**config.mk**
```make
export PLATFORM = sky130hd
export DESIGN_NAME = ui_sprite_compositor
export DESIGN_NICKNAME = d
export VERILOG_FILES = /design/src/rtl/ui_sprite_compositor.sv
export SDC_FILE = /design/constraint.sdc
export NUM_CORES = 2
export LEC_CHECK = 0
export CORE_ASPECT_RATIO = 0.6
export CORE_UTILIZATION = 35
export CTS_CLUSTER_DIAMETER = 80
export DETAILED_ROUTE_END_ITERATION = 10
export GPL_ROUTABILITY_DRIVEN = 0
export HOLD_SLACK_MARGIN = 0.1
export PLACE_DENSITY = 0.56
export SETUP_SLACK_MARGIN = 0.3
export SYNTH_ARGS = -nofsm -noshare
export SYNTH_HDL_FRONTEND = slang
export SYNTH_SLANG_ARGS = --single-unit
```
**constraint.sdc**
```tcl
create_clock -name clk -period 26.1 [get_ports clk]
set_input_delay 3.915 -clock clk [delete_from_list [all_inputs] [get_ports clk]]
set_output_delay 3.915 -clock clk [all_outputs]
set_load 0.05 [all_outputs]
```
**src/rtl/ui_sprite_compositor.sv**
```systemverilog
// rtl/ui_sprite_compositor.sv - double-buffered overlay sprite table with 2-stage hit/priority/address pipeline
module ui_sprite_compositor #(
  parameter int NUM_SLOTS   = 8,
  parameter int ATLAS_W     = 360,
  parameter int ATLAS_DEPTH = 86400,
  parameter int ADDR_W      = 17,
  parameter int SCALE_SHIFT = 1,
  parameter int BLINK_BIT   = 4,
  localparam int SLOT_W     = (NUM_SLOTS > 1) ? $clog2(NUM_SLOTS) : 1
) (
  input  logic              clk,
  input  logic              rst_n,
  input  logic [9:0]        h_cnt,
  input  logic [9:0]        v_cnt,
  input  logic              frame_start,
  input  logic              cfg_valid,
  output logic              cfg_ready,
  input  logic [SLOT_W-1:0] cfg_slot,
  input  logic              cfg_en,
  input  logic              cfg_blink,
  input  logic [8:0]        cfg_x,
  input  logic [8:0]        cfg_y,
  input  logic [8:0]        cfg_w,
  input  logic [8:0]        cfg_h,
  input  logic [8:0]        cfg_src_x,
  input  logic [8:0]        cfg_src_y,
  output logic [ADDR_W-1:0] pixel_addr,
  output logic              isObject,
  output logic [SLOT_W-1:0] hit_slot
);

  typedef struct packed {
    logic       en;
    logic       blink;
    logic [8:0] x;
    logic [8:0] y;
    logic [8:0] w;
    logic [8:0] h;
    logic [8:0] src_x;
    logic [8:0] src_y;
  } slot_t;

  slot_t       shadow_q [NUM_SLOTS];
  slot_t       active_q [NUM_SLOTS];
  logic        ready_q;
  logic [7:0]  frame_cnt;
  logic        cfg_fire;

  logic [9:0]  lx;
  logic [9:0]  ly;

  // stage 1: per-slot hit flags and atlas column/row of the current pixel
  logic [NUM_SLOTS-1:0] hit_c;
  logic [10:0]          col_c [NUM_SLOTS];
  logic [10:0]          row_c [NUM_SLOTS];
  logic [NUM_SLOTS-1:0] hit_q;
  logic [10:0]          col_q [NUM_SLOTS];
  logic [10:0]          row_q [NUM_SLOTS];

  // stage 2: priority winner and its linear atlas address
  logic              any_hit;
  logic [SLOT_W-1:0] sel_slot;
  logic [10:0]       sel_col;
  logic [10:0]       sel_row;
  logic [31:0]       addr_full;
  logic [ADDR_W-1:0] addr_mod;

  // ready drops for the commit cycle so shadow writes never race the copy
  assign cfg_ready = ready_q & ~frame_start;
  assign cfg_fire  = cfg_valid & cfg_ready;

  assign lx = h_cnt >> SCALE_SHIFT;
  assign ly = v_cnt >> SCALE_SHIFT;

  // slot tables: shadow takes host writes, active is refreshed at frame start
  always_ff @(posedge clk) begin
    if (!rst_n) begin
      ready_q   <= 1'b0;
      frame_cnt <= 8'd0;
      for (int s = 0; s < NUM_SLOTS; s++) begin
        shadow_q[s] <= '0;
        active_q[s] <= '0;
      end
    end else begin
      ready_q <= 1'b1;
      if (frame_start) begin
        frame_cnt <= frame_cnt + 8'd1;
        for (int s = 0; s < NUM_SLOTS; s++) begin
          active_q[s] <= shadow_q[s];
        end
      end
      if (cfg_fire && (int'(cfg_slot) < NUM_SLOTS)) begin
        shadow_q[cfg_slot] <= {cfg_en, cfg_blink, cfg_x, cfg_y, cfg_w, cfg_h,
                               cfg_src_x, cfg_src_y};
      end
    end
  end

  // per-slot window test; bounds are 10 bits wide so x+w never wraps
  always_comb begin
    for (int s = 0; s < NUM_SLOTS; s++) begin
      hit_c[s] = active_q[s].en
              && !(active_q[s].blink && frame_cnt[BLINK_BIT])
              && (lx >= {1'b0, active_q[s].x})
              && (lx <  ({1'b0, active_q[s].x} + {1'b0, active_q[s].w}))
              && (ly >= {1'b0, active_q[s].y})
              && (ly <  ({1'b0, active_q[s].y} + {1'b0, active_q[s].h}));
      col_c[s] = 11'(lx) - 11'(active_q[s].x) + 11'(active_q[s].src_x);
      row_c[s] = 11'(ly) - 11'(active_q[s].y) + 11'(active_q[s].src_y);
    end
  end

  // stage 1 register
  always_ff @(posedge clk) begin
    if (!rst_n) begin
      hit_q <= '0;
      for (int s = 0; s < NUM_SLOTS; s++) begin
        col_q[s] <= '0;
        row_q[s] <= '0;
      end
    end else begin
      hit_q <= hit_c;
      for (int s = 0; s < NUM_SLOTS; s++) begin
        col_q[s] <= col_c[s];
        row_q[s] <= row_c[s];
      end
    end
  end

  // priority pick: scan high to low so the lowest hitting index is kept
  always_comb begin
    any_hit  = 1'b0;
    sel_slot = '0;
    sel_col  = '0;
    sel_row  = '0;
    for (int s = NUM_SLOTS - 1; s >= 0; s--) begin
      if (hit_q[s]) begin
        any_hit  = 1'b1;
        sel_slot = SLOT_W'(s);
        sel_col  = col_q[s];
        sel_row  = row_q[s];
      end
    end
    addr_full = 32'(sel_col) + 32'(sel_row) * 32'(ATLAS_W);
    addr_mod  = ADDR_W'(addr_full % 32'(ATLAS_DEPTH));
  end

  // stage 2 register: outputs are forced to zero when nothing hits
  always_ff @(posedge clk) begin
    if (!rst_n) begin
      isObject   <= 1'b0;
      hit_slot   <= '0;
      pixel_addr <= '0;
    end else begin
      isObject   <= any_hit;
      hit_slot   <= any_hit ? sel_slot : '0;
      pixel_addr <= any_hit ? addr_mod : '0;
    end
  end

endmodule

```
==> results.md <==
- Initial Utilization: 35.4%
- CP dominant cell by count: a21oi_1
- DRC: 0
- Total grt overflow: 0
- Area Overhead vs Synth: 12.0%
- R2r endpoint: pixel_addr[9]$_SDFF_PN0_
- Fill cells: 16.8k
- Final worst slack: 14250 ps
- Most frequent cells in the layout: edfxtp_1 (896), and2_1 (710), ha_1 (601)
- Detailed Place HPWL: 127000 um
- CP Class: register to register
- Iteration-0 DRC count of the detailed router: approximately 4.8k
- FF+latch count, synth: 1107
- RSZ-0062 raised after global routing: no
- Netlist Area Pre-Place: ~0.062 mm2
- # H-tree levels: 3
- Clock share of power: 35.7%
- Number of global-route vias before repair: 38.5k
- Setup crit end kind: register
- Via count: between 40k and 50k
- Combinational share of power: 19.5%
- Worst slew pin tran: 1150 ps
- Crit path max-delay cell type: xnor2_1
- Status: finished clean
- IO buf count: roughly 100
- Final-report hold violation count: 0
- Clock root cell: clkbuf_16
- Min Clock Period, post-route: about 12000 ps
- Resized Gates After CTS: 0
- Yosys cell types: 90
- Pin count of the biggest net entering global routing: 145
- Hold_buf cts: 0
- Max VDD drop: 54.2 uV
- Worst path bufs/invs: 5
- Setup TNS: 0 ps
- Pint: 3.26 mW
- Die Ht: 329 um
- Critical path depth: 48
- Per-cell routed wire length: 22.3 um
- Hold depth: 1
- FF-to-FF setup slack: 14250 ps
- Worst R2R Path Depth: 48
- RR Startpoint: hit_q[6]$_SDFF_PN0_
- Pre-CTS setup slack: 14370 ps
- Worst slew margin: between 20% and 30%
- Clock Pin Slew Worst Setup and Hold Paths: 70 ps
- CP required: 26700 ps
- Critical Path Start Type: register
- CTS tree: built
- Async SR Flop Fraction: 0%
- I/O pin total: between 100 and 150
- Post-route antenna net violation count: 0
- Critical path peak fanout: 26
- Worst hold path type: register to register
- Clk_lat worst skew: 760 ps
- Total wire length: 182000 um
- CTS max path bufs: 3
- Leak: 30.6 nW
- Worst hold start: shadow_q[7][53]$_SDFFCE_PN0P_
- Sw power: 1.35 mW
- Skew final: about 60 ps
- Antenna violations before repair: 22
- Row count: 119
- Synthesized area per cell: 11.1 um2
- Layout Nets: between 6k and 7k
- Net Count, Synth: between 6k and 7k
- Sequential power share: about 45%
- Crit path arrival time: 12440 ps
- Core Footprint: 0.176 mm2
- Slew Limit Fails: 0
- Most common cell after layout, fill and taps aside: edfxtp_1
- Post-CTS Repair Setup Buffers: 0
- Max-Cap Viols: 0
- F_max: ~84 MHz
- Crit path max-delay family: compound AO/OA/AOI/OAI gates
- First-pass GRT wire length: 263000 um
- CTS Sinks: 1107
- Hold path endpoint: active_q[1][221]$_SDFFCE_PN0P_
- Post-synth top flop: edfxtp_1
- Post-synth EDFFs: 896
- Detailed Routing Iterations Pass 1: 6
- Layout cells sized above 1: 5.01%
- Power Density: 66.0 mW/mm2
- CTS Buf Count: 109
- DIE AREA: 0.180 mm2
- Post-synthesis cell count: 5609
- Die W: 547 um
- Switching fraction of total power: between 20% and 30%
- Max incr delay on CP: 690 ps
- Synth warn: 0
- Vias/cell: 5.14
- Gr usage total: 19.9%
- Register area share after synthesis: 50.0%
- Final setup viols: 0
- Tcrit/Tclk final: 45.4%
state kept, by name, summed over array words and instances (netlist names):
name / cells
shadow_q: 448
ready_q: 1
frame_cnt: 5
row_q: 88
hit_slot: 3
isObject: 1
pixel_addr: 17
active_q: 448
hit_q: 8
col_q: 88
power groups by stage:
stage                     registers, mW  clock network, mW  logic (mW)
after floorplan                    2.11                  0       0.599
after global placement             2.10                  0       0.862
after detailed placement           2.10                  0       0.880
after CTS                          2.07               1.68       0.886
after global routing               2.08               1.74       0.989
final                              2.07               1.65       0.897
metal layers:
metal / GRT usage (%) / up-vias / wire length (um)
li1: - / 20000 / -
met1: 34.1 / 20300 / 99900
met2: 24.8 / 1276 / 65200
met3: 3.56 / 177 / 13800
met4: 3.19 / 0 / 2670
met5: 0 / - / 0
cells in the mapped netlist, types with 9 or more instances:
cell type  instances  area (um2)
a21o_1           145        1090
a21oi_1          470        2350
a22oi_1           20         150
a31oi_1           10        62.6
and2_1           710        4440
and3_1           351        2200
buf_1             19        71.3
clkbuf_1         186         698
dfxtp_1          211        4220
edfxtp_1         896       26900
fa_1              60        1200
ha_1             601        7520
inv_1            399        1500
mux2i_1           10         100
nand2_1          125         469
nand2b_1          63         394
nand3_1           23         115
nand4_1           40         250
nor2_1           263         987
nor2b_1           77         482
nor3_1            33         165
nor3b_1           18         135
nor4_1            15        93.8
nor4b_1           10        87.6
o21a_1            21         158
o21ai_0          166         831
o21bai_1         127         953
o32ai_1            9        78.8
or3_1             15        93.8
xnor2_1          222        1940
xor2_1           164        1440
per-stage QoR:
stage                     cells  area [um2]  util, %  total power [mW]  hold slack [ps]
after floorplan            5609       62300        -              2.71              503
after global placement     7918       66100     37.5              2.96              505
after detailed placement   7918       66100     37.5              2.98              509
after CTS                  8125       69800     39.6              4.63              507
after global routing       8126       69800     39.6              4.81              535
final                      8133       69800     39.6              4.61              512
worst max path at each step:
stage	slack, ps	startpoint	end
5_1_grt	13320	hit_q[6]$_SDFF_PN0_	pixel_addr[10]$_SDFF_PN0_
4_1_cts	14320	hit_q[6]$_SDFF_PN0_	pixel_addr[9]$_SDFF_PN0_
2_1_floorplan	10030	frame_start	active_q[0][0]$_SDFFCE_PN0P_
3_3_place_gp	14590	hit_q[6]$_SDFF_PN0_	pixel_addr[9]$_SDFF_PN0_
3_5_place_dp	14370	hit_q[6]$_SDFF_PN0_	pixel_addr[9]$_SDFF_PN0_
6_report	14250	hit_q[6]$_SDFF_PN0_	pixel_addr[9]$_SDFF_PN0_
logic make-up (layout without fill, tap and decap cells):
| logic type | Yosys count | in the layout | share of synthesized area (%) |
|---|---|---|---|
| muxes | 14 | 14 | 0.263 |
| xor gates and xnor gates | 386 | 386 | 5.43 |
| other | 0 | 8 | 0 |
| DFF | 1107 | 1107 | 50.0 |
| AOI/OAI and AO/OA | 1056 | 1056 | 10.4 |
| and+or+nand+nor | 1770 | 1770 | 16.3 |
| buffers and inverters | 613 | 770 | 3.72 |
| adders and majority gates | 663 | 663 | 14.0 |
layout make-up:
cell class	count	area, um2	area share [%]
tap	2359	2950	4.23
clock inverter	66	659	0.945
inverter	401	1510	2.16
clock buffer	141	3030	4.34
antenna	8	20.0	0.0287
timing repair buffer	162	1490	2.13
sequential	1107	31100	44.6
multi-input combinational	3889	29000	41.6
No activity file was read; power rests on OpenSTA's default activity.
